[src/rtl/lsu_pkg.sv]
// Shared definitions for the load/store unit controller.
//   - funct3 width codes for loads and stores
//   - FSM state enum
//   - misalignment helper used at accept time
package lsu_pkg;

    localparam logic [2:0] F3_B  = 3'b000;
    localparam logic [2:0] F3_H  = 3'b001;
    localparam logic [2:0] F3_W  = 3'b010;
    localparam logic [2:0] F3_BU = 3'b100;
    localparam logic [2:0] F3_HU = 3'b101;

    typedef enum logic [1:0] {
        StIdle,
        StReq,
        StWait,
        StDone
    } state_e;

    // Stores with an unknown width code are flagged as misaligned so they never reach memory.
    // Loads with an unknown width code go through and extract to zero.
    function automatic logic is_misaligned(input logic       is_load,
                                           input logic [2:0] funct3,
                                           input logic [1:0] offset);
        logic mis;
        mis = 1'b0;
        if (is_load) begin
            if (funct3 == F3_W)                        mis = (offset != 2'b00);
            else if (funct3 == F3_H || funct3 == F3_HU) mis = offset[0];
        end else begin
            if (funct3 == F3_W)      mis = (offset != 2'b00);
            else if (funct3 == F3_H) mis = offset[0];
            else if (funct3 != F3_B) mis = 1'b1;
        end
        return mis;
    endfunction

endpackage

[src/rtl/load_align.sv]
// Load data extraction and extension (combinational).
//   data   : 32-bit word returned by the D-cache
//   funct3 : load width code
//   offset : byte offset within the word (addr[1:0])
//   result : aligned, sign/zero-extended load value (0 for unknown funct3)
module load_align
    import lsu_pkg::*;
(
    input  logic [31:0] data,
    input  logic [2:0]  funct3,
    input  logic [1:0]  offset,
    output logic [31:0] result
);

    logic [7:0]  byte_sel;
    logic [15:0] half_sel;

    always_comb begin
        case (offset)
            2'b00:   byte_sel = data[7:0];
            2'b01:   byte_sel = data[15:8];
            2'b10:   byte_sel = data[23:16];
            default: byte_sel = data[31:24];
        endcase
        half_sel = offset[1] ? data[31:16] : data[15:0];
    end

    always_comb begin
        result = 32'h0;
        case (funct3)
            F3_B:    result = {{24{byte_sel[7]}}, byte_sel};
            F3_H:    result = {{16{half_sel[15]}}, half_sel};
            F3_W:    result = data;
            F3_BU:   result = {24'h0, byte_sel};
            F3_HU:   result = {16'h0, half_sel};
            default: result = 32'h0;
        endcase
    end

endmodule

[src/rtl/lsu_ctrl.sv]
// Load/store unit controller: accepts one EX-stage memory op at a time, issues a D-cache
// request, aligns load data and produces a one-cycle writeback or misalignment pulse.
//   clk, rst_n                   : clock, async active-low reset
//   ex_*                         : EX-stage op (valid, load/store, funct3, addr, wdata, rd)
//   lsu_stall                    : holds the pipeline while an op is in flight
//   wb_valid/wb_rd/wb_data       : load writeback, one cycle in DONE
//   misalign_exc/exc_addr        : misaligned-access pulse and faulting address
//   mem_req/we/addr/wdata/be     : D-cache request, held stable until mem_ready
//   mem_ready/mem_rvalid/rdata   : D-cache handshake and load return
module lsu_ctrl
    import lsu_pkg::*;
#(
    parameter int unsigned DATA_WIDTH = 32
) (
    input  logic                  clk,
    input  logic                  rst_n,
    input  logic                  ex_valid,
    input  logic                  ex_is_load,
    input  logic                  ex_is_store,
    input  logic [2:0]            ex_funct3,
    input  logic [DATA_WIDTH-1:0] ex_addr,
    input  logic [DATA_WIDTH-1:0] ex_wdata,
    input  logic [4:0]            ex_rd,
    output logic                  lsu_stall,
    output logic                  wb_valid,
    output logic [4:0]            wb_rd,
    output logic [DATA_WIDTH-1:0] wb_data,
    output logic                  misalign_exc,
    output logic [DATA_WIDTH-1:0] exc_addr,
    output logic                  mem_req,
    output logic                  mem_we,
    output logic [DATA_WIDTH-1:0] mem_addr,
    output logic [DATA_WIDTH-1:0] mem_wdata,
    output logic [3:0]            mem_be,
    input  logic                  mem_ready,
    input  logic                  mem_rvalid,
    input  logic [DATA_WIDTH-1:0] mem_rdata
);

    state_e                state_q, state_d;
    logic [DATA_WIDTH-1:0] addr_q, addr_d;
    logic [DATA_WIDTH-1:0] wdata_q, wdata_d;
    logic [DATA_WIDTH-1:0] ldata_q, ldata_d;
    logic [2:0]            funct3_q, funct3_d;
    logic [4:0]            rd_q, rd_d;
    logic                  is_load_q, is_load_d;
    logic                  exc_q, exc_d;

    logic                  op;
    logic                  op_is_load;
    logic [DATA_WIDTH-1:0] aligned;

    // Load wins when both type flags are set.
    assign op         = ex_valid && (ex_is_load || ex_is_store);
    assign op_is_load = ex_is_load;

    load_align u_load_align (
        .data   (mem_rdata),
        .funct3 (funct3_q),
        .offset (addr_q[1:0]),
        .result (aligned)
    );

    always_ff @(posedge clk or negedge rst_n) begin
        if (!rst_n) begin
            state_q   <= StIdle;
            addr_q    <= '0;
            wdata_q   <= '0;
            ldata_q   <= '0;
            funct3_q  <= 3'b000;
            rd_q      <= 5'd0;
            is_load_q <= 1'b0;
            exc_q     <= 1'b0;
        end else begin
            state_q   <= state_d;
            addr_q    <= addr_d;
            wdata_q   <= wdata_d;
            ldata_q   <= ldata_d;
            funct3_q  <= funct3_d;
            rd_q      <= rd_d;
            is_load_q <= is_load_d;
            exc_q     <= exc_d;
        end
    end

    always_comb begin
        state_d      = state_q;
        addr_d       = addr_q;
        wdata_d      = wdata_q;
        ldata_d      = ldata_q;
        funct3_d     = funct3_q;
        rd_d         = rd_q;
        is_load_d    = is_load_q;
        exc_d        = exc_q;

        lsu_stall    = 1'b0;
        wb_valid     = 1'b0;
        wb_rd        = 5'd0;
        wb_data      = '0;
        misalign_exc = 1'b0;
        exc_addr     = '0;
        mem_req      = 1'b0;
        mem_we       = 1'b0;
        mem_addr     = '0;
        mem_wdata    = '0;
        mem_be       = 4'b0000;

        case (state_q)
            StIdle: begin
                if (op) begin
                    addr_d    = ex_addr;
                    wdata_d   = ex_wdata;
                    funct3_d  = ex_funct3;
                    rd_d      = ex_rd;
                    is_load_d = op_is_load;
                    exc_d     = is_misaligned(op_is_load, ex_funct3, ex_addr[1:0]);
                    lsu_stall = 1'b1;
                    state_d   = exc_d ? StDone : StReq;
                end
            end
            StReq: begin
                lsu_stall = 1'b1;
                mem_req   = 1'b1;
                mem_we    = !is_load_q;
                mem_addr  = {addr_q[DATA_WIDTH-1:2], 2'b00};
                if (is_load_q) begin
                    mem_be = 4'b1111;
                end else begin
                    case (funct3_q)
                        F3_B: begin
                            mem_be    = 4'b0001 << addr_q[1:0];
                            mem_wdata = {4{wdata_q[7:0]}};
                        end
                        F3_H: begin
                            mem_be    = 4'b0011 << addr_q[1:0];
                            mem_wdata = {2{wdata_q[15:0]}};
                        end
                        F3_W: begin
                            mem_be    = 4'b1111;
                            mem_wdata = wdata_q;
                        end
                        default: ;
                    endcase
                end
                if (mem_ready) state_d = is_load_q ? StWait : StDone;
            end
            StWait: begin
                lsu_stall = 1'b1;
                if (mem_rvalid) begin
                    ldata_d = aligned;
                    state_d = StDone;
                end
            end
            StDone: begin
                if (exc_q) begin
                    misalign_exc = 1'b1;
                    exc_addr     = addr_q;
                end else if (is_load_q) begin
                    wb_valid = 1'b1;
                    wb_rd    = rd_q;
                    wb_data  = ldata_q;
                end
                state_d = StIdle;
            end
            default: state_d = StIdle;
        endcase

        // Accept-time stall is combinational on ex_valid; keep it low while held in reset.
        if (!rst_n) lsu_stall = 1'b0;
    end

endmodule

[config.mk]
export PLATFORM = sky130hd
export DESIGN_NAME = lsu_ctrl
export DESIGN_NICKNAME = d
export VERILOG_FILES = /design/src/rtl/lsu_pkg.sv /design/src/rtl/load_align.sv /design/src/rtl/lsu_ctrl.sv
export SDC_FILE = /design/constraint.sdc
export NUM_CORES = 1
export LEC_CHECK = 0
export BUFFER_PORTS_ARGS = -buffer_cell sky130_fd_sc_hd__buf_2
export CAP_MARGIN = 10
export CORE_ASPECT_RATIO = 0.7
export CORE_MARGIN = 4
export CORE_UTILIZATION = 52
export CTS_CLUSTER_DIAMETER = 40
export DETAILED_ROUTE_END_ITERATION = 6
export PLACE_DENSITY = 0.86
export SLEW_MARGIN = 5
export SYNTH_ARGS = -nofsm -noshare
export SYNTH_HDL_FRONTEND = slang
export SYNTH_SLANG_ARGS = --single-unit
[constraint.sdc]
create_clock -name clk -period 3.3 [get_ports clk]
set_input_delay 0.66 -clock clk [delete_from_list [all_inputs] [get_ports clk]]
set_output_delay 0.66 -clock clk [all_outputs]
set_load 0.02 [all_outputs]
==> results by group, run 1 <==
Yosys
  – Mapped Area: 6000 sq um
  – Area share of the largest cell type after synthesis: 0.451
  – Top-count cell post-synth: dfrtp_1
  – Synth cell types: 46
  – Commonest cells post-synth: dfrtp_1, and2_1, mux2_2
  – Post-synth EDFFs: 0
  – Area leader, netlist: dfrtp_1
  – Synth Register Bits: 108
  – Async S/R FF share, synth: 1.00
  – Avg Inst Size Synth: 10.9 sq um
  – Synth Area in Simple Gates: 0.182
  – Top_reg_cell synth: dfrtp_1
  – Mux cell area share after synthesis: 0.182
  – XOR/XNOR Fraction of Synth Area: 0
  – Post-Syn Instances: 549
  – Post-Synth Adder-Cell Area: 0.0104
  – Main combinational cell family by area after synthesis: multiplexers
  – Area contributors post-synth: dfrtp_1, mux2_2, and2_1
  – Ys Warns: 0
  – Sequential share of the synthesized area: 0.451
  – Compound-Gate Fraction of Synth Area: 0.129

Placement
  – Detailed Place HPWL: 13100 microns
  – Port bufs: 250
  – Post-DP Area: 7310 sq um
  – GP Congestion: 1.01

Detailed routing
  – Detailed-route wire length: 17500 microns
  – ANT nets after route: 0
  – DRC Markers: 0
  – Wire per inst: 18.7 microns
  – Via count: 5261
  – Number of DRC markers in iteration 0: 356
  – DR pass1 iterations: 5
  – Vias per cell: 5.63

Timing
  – Count of final hold-check violations: 0
  – Fin crit period: 2.99 ns
  – Clock Skew: 0.00499 ns
  – Final setup viols: 0
  – Pins Over Slew Limit: 0
  – Worst Max-Slew Pin Slew: 0.908 ns
  – Relative slew slack: 0.392
  – TNS Setup: 0 ns
  – RSZ-0062 raised after global routing: no
  – F_max: 334 MHz
  – Fin Hold WS: 0.463 ns
  – Final Cycle Share: 0.907

Global route
  – First-pass GRT wire length: 27500 microns
  – Largest net degree at the start of global routing: 60
  – GRT Total Usage: 0.258
  – Initial antenna violation count: 1
  – GR Overflow Total: 0
  – Vias in the first global route: 5272

Layout
  – Fraction of layout cells with a size suffix above 1: 0.484
  – NumNets Final: 892
  – Post-route cell area: 7620 sq um
  – Antenna Cells: 0
  – Area grow syn2layout: 27.0%

Floorplanning
  – Boundary Pins: 253
  – Area of the die: 13300 sq um
  – Die Width: 136 microns
  – Initial core utilization: 0.539
  – CORE AREA: 11100 sq um
  – Die Y: 97.9 microns
  – FP Rows: 32

Clock network
  – # resized after CTS: 0
  – Total CTS buffers: 9
  – H-tree lvl count: 3
  – Max clock buf depth: 2
  – CTS root buffer: clkbuf_16
  – Clk sinks: 108
  – Skew-Pair Late Insertion Delay: 0.34 ns
  – Post-CTS Hold Fix Bufs: 0
  – CTS tree: built
  – Setup Buffers After CTS: 0
  – CTS clk-pin slew, worst paths: 0.07 ns

Setup path
  – CP required: 2.64 ns
  – CP max stage cell: a21oi_1
  – Worst-path fanout max: 8
  – CP peak stage delay: 0.53 ns
  – Cells along the critical path: inv_1 -> ha_1 -> nor2b_1 -> nand2b_1 -> a21oi_1 -> and2_1 -> buf_2
  – CP bufs+invs: 2
  – CP arrival: 2.33 ns
  – Critical path type: reg2out
  – Delay-heaviest family, CP: simple AND/OR/NAND/NOR gates
  – Worst setup SP type: register
  – Crit. End Element: output pin
  – Reg2reg start: state_q[0]$_DFFE_PN0P_
  – CP startpoint: state_q[1]$_DFFE_PN0P_

Power
  – Total Power: 7130 uW
  – Lkg Pwr: 0.00402 uW
  – Worst vdd ir: 0.523 mV
  – Pwr dens: 936 nW/um^2

Run status
  – Status: complete, no violations

Flow run
  – Max Cap Violations: 0

Worst hold path
  – Path category of the worst min-delay check: in2async
## path summary, 6_finish.rpt
check	slack, ns	depth (start not counted)	end
setup reg to reg	1.07	5	ldata_q[26]$_DFFE_PN0P_
min in group clk	0.50	1	rd_q[0]$_DFFE_PN0P_
max in group asynchronous	2.28	2	addr_q[9]$_DFFE_PN0P_
setup / recovery	0.31	7	mem_wdata[7]
hold / removal	0.46	2	funct3_q[2]$_DFFE_PN0P_
hold reg to reg	0.50	1	rd_q[0]$_DFFE_PN0P_
## routing by layer
layer  global-route usage  up-vias  wire length [microns]
met5                    0        -                     12
met4               0.0736        2                    398
li1                     -     2422                      -
met3               0.0742       37                   1710
met2                0.418      277                   8280
met1                0.339     2523                   7080
## where the power goes
part	switching, uW	internal (uW)
Sequential	566	2000
Combinational	1890	1570
Clock	502	601
Total	2960	4170
## sequential cells by signal (all words and copies together) (netlist names)
register / cells
addr_q: 32
wdata_q: 32
is_load_q: 1
funct3_q: 3
rd_q: 5
exc_q: 1
ldata_q: 32
state_q: 2
## through the flow
stage                util  worst slack (ns)  std cells
CTS                 0.684            0.0821        934
detailed placement  0.656             0.461        918
global placement    0.656             0.651        918
floorplan               -             0.486        550
global route        0.684            0.0656        934
finish              0.684             0.306        934
## cells by family (layout without fill, tap and decap cells)
kind of cell,count (synthesis),after routing
AOI/OAI and AO/OA,111,111
other,1,2
muxes,89,89
adders and majority gates,5,5
buffers and inverters,55,286
DFF,108,108
and+or+nand+nor,180,180
## cells in the final DEF, fill, tap and decap left out, drive strengths merged, types with 13 or more instances in the layout
| master | Yosys | routed |
|---|---|---|
| nor2b | 14 | 14 |
| a221o | 16 | 16 |
| nor2 | 13 | 13 |
| dfrtp | 108 | 108 |
| mux2 | 72 | 72 |
| and2 | 77 | 77 |
| and3 | 33 | 33 |
| a21oi | 44 | 44 |
| buf | 24 | 263 |
| nand2 | 20 | 20 |
## final cells by class
type | count | area (sq um)
clock inverter | 7 | 83.8
timing repair buffer | 263 | 1350
multi-input combinational | 387 | 3040
inverter | 7 | 26.3
fill | 905 | 3510
clock buffer | 9 | 225
tap | 153 | 191
sequential | 108 | 2700
Note: power is estimated with default switching activity, not from simulation.
==> run 2: changes to the inputs <==
--- a/config.mk
+++ b/config.mk
@@ -9,10 +9,9 @@
 export CAP_MARGIN = 10
 export CORE_ASPECT_RATIO = 0.7
 export CORE_MARGIN = 4
-export CORE_UTILIZATION = 52
+export CORE_UTILIZATION = 30
 export CTS_CLUSTER_DIAMETER = 40
 export DETAILED_ROUTE_END_ITERATION = 6
-export PLACE_DENSITY = 0.86
 export SLEW_MARGIN = 5
 export SYNTH_ARGS = -nofsm -noshare
 export SYNTH_HDL_FRONTEND = slang
==> run 2 against run 1 <==
  * Core utilization shrank 28 points
  * Highest routed layer unchanged
  * Clock skew grew 0.0041 ns
  * Total power shrank 0.78%
  * First-iteration DRC count shrank 34%
  * Hold slack lost 0.0063 ns
  * Register-to-register slack lost 0.06 ns
  * Via count shrank 2.3%
  * Final cell count grew 12%
  * Sequential power is essentially flat
  * Maximum frequency is essentially flat
  * Flip-flop and latch count is the same
==> results by group, run 2 (same netlist as run 1, synthesis figures left out) <==
Power
  – Pwr dens: 912 nW/um^2 (-2.6%)
  – Worst vdd ir: 0.342 mV (-35%)
  – Total Power: 7080 uW (-0.78%)
  – Lkg Pwr: 0.00403 uW (+0.27%)

Clock network
  – Setup Buffers After CTS: 0 (unchanged)
  – Max clock buf depth: 2 (unchanged)
  – CTS root buffer: clkbuf_16
  – Clk sinks: 108 (unchanged)
  – # resized after CTS: 0 (unchanged)
  – Total CTS buffers: 9 (unchanged)
  – Post-CTS Hold Fix Bufs: 0 (unchanged)
  – CTS clk-pin slew, worst paths: 0.08 ns (about the same)
  – H-tree lvl count: 3 (unchanged)
  – CTS tree: built
  – Skew-Pair Late Insertion Delay: 0.35 ns (about the same)

Setup path
  – CP arrival: 2.33 ns (about the same)
  – Worst-path fanout max: 8 (unchanged)
  – CP startpoint: state_q[1]$_DFFE_PN0P_
  – Reg2reg start: state_q[0]$_DFFE_PN0P_
  – Crit. End Element: output pin
  – Worst setup SP type: register
  – CP required: 2.64 ns (about the same)
  – Critical path type: reg2out

Detailed routing
  – Number of DRC markers in iteration 0: 235 (-34%)
  – Via count: 5139 (-2.3%)
  – Vias per cell: 4.90 (-13%)
  – DRC Markers: 0 (unchanged)
  – DR pass1 iterations: 5 (unchanged)
  – ANT nets after route: 0 (unchanged)
  – Detailed-route wire length: 19000 microns (+8.7%)
  – Wire per inst: 18.1 microns (-3.2%)

Floorplanning
  – Die Width: 177 microns (+30%)
  – FP Rows: 42 (+31%)
  – CORE AREA: 19300 sq um (+73%)
  – Initial core utilization: 0.311 (-0.228)
  – Area of the die: 22400 sq um (+68%)
  – Die Y: 126 microns (+29%)
  – Boundary Pins: 253 (unchanged)

Timing
  – F_max: 334 MHz (about the same)
  – Final Cycle Share: 0.907 (about the same)
  – Final setup viols: 0 (unchanged)
  – Count of final hold-check violations: 0 (unchanged)
  – Clock Skew: 0.00911 ns (+0.00412 ns)
  – RSZ-0062 raised after global routing: no
  – Pins Over Slew Limit: 0 (unchanged)
  – Relative slew slack: 0.470 (+0.0781)
  – TNS Setup: 0 ns (unchanged)
  – Fin Hold WS: 0.457 ns (-0.00631 ns)
  – Final setup margin: 0.306 ns (-0.000211 ns)
  – Fin crit period: 2.99 ns (+0.000211 ns)
  – Worst Max-Slew Pin Slew: 0.795 ns (-0.113 ns)

Placement
  – Post-DP Area: 7460 sq um (+2.2%)
  – Setup Slack @ Placement: 0.644 ns (+0.182 ns)
  – Detailed Place HPWL: 14000 microns (+6.7%)
  – GP Congestion: 0.866 (-14%)
  – Port bufs: 250 (unchanged)

Global route
  – First-pass GRT wire length: 29100 microns (+5.7%)
  – Largest net degree at the start of global routing: 77 (+28%)
  – Initial antenna violation count: 5 (+4)
  – GRT Total Usage: 0.164 (-0.0933)
  – Vias in the first global route: 5170 (-1.9%)
  – GR Overflow Total: 0 (unchanged)

Flow run
  – Max Cap Violations: 0 (unchanged)

Layout
  – NumNets Final: 893 (+0.11%)
  – Post-route cell area: 7760 sq um (+1.8%)
  – Fraction of layout cells with a size suffix above 1: 0.483 (-0.000619)
  – Leading cell type in the layout, fill and taps excluded: buf_2
  – Biggest regs: addr_q x32, ldata_q x32, wdata_q x32
  – Area grow syn2layout: 29.3%
  – Most frequent cells in the layout: buf_2, dfrtp_1, and2_1, mux2_2, a21oi_1

Worst hold path
  – Path category of the worst min-delay check: in2async

Run status
  – Status: complete, no violations
run 2: cell count changes in the layout (fill, tap and decap cells not counted), sizes merged:
cell / change
diode: +3
clkinv: +2
clkinvlp: -2
buf: +1
bufinv: -1
inv: +1
run 2: cell type report:
cell class | instances | area (sq um)
clock inverter | 7 | 58.8
antenna | 3 | 7.51
tap | 264 | 330
sequential | 108 | 2700
clock buffer | 9 | 225
inverter | 7 | 26.3
fill | 1948 | 11500
timing repair buffer | 264 | 1370
multi-input combinational | 387 | 3030
run 2: per-layer routing:
layer	wire, microns	part of all wire	track usage
met5	21	0.0011	0
met4	357	0.019	0.0423
met3	1720	0.091	0.0556
met2	7980	0.42	0.240
met1	8920	0.47	0.235
run 2: worst max-delay path, stage by stage, from the launching register on:
cell,delay (ns)
dfrtp_1,0.42
inv_1,0.13
ha_1,0.18
nor2b_1,0.22
nand2b_1,0.10
a21oi_1,0.54
and2_1,0.23
buf_2,0.16
run 2: power by group:
group	internal [uW]	switching, uW	total (uW)
Combinational	1570	1870	3440
Clock	525	531	1060
Sequential	2000	581	2580
run 2: final timing paths:
| check | slack [ns] | end | cells past startpoint |
|---|---|---|---|
| max in group asynchronous | 2.34 | addr_q[8]$_DFFE_PN0P_ | 2 |
| min in group clk | 0.49 | ldata_q[7]$_DFFE_PN0P_ | 2 |
| hold reg to reg | 0.49 | ldata_q[7]$_DFFE_PN0P_ | 2 |
| setup / recovery | 0.31 | mem_wdata[2] | 7 |
| hold / removal | 0.46 | is_load_q$_DFFE_PN0P_ | 2 |
| setup reg to reg | 1.01 | ldata_q[12]$_DFFE_PN0P_ | 7 |
run 2: metrics by stage:
step,instances,utilization
2_1_floorplan,550,-
3_3_place_gp,1030,0.387
3_5_place_dp,1030,0.387
4_1_cts,1046,0.402
5_1_grt,1049,0.402
6_report,1049,0.402
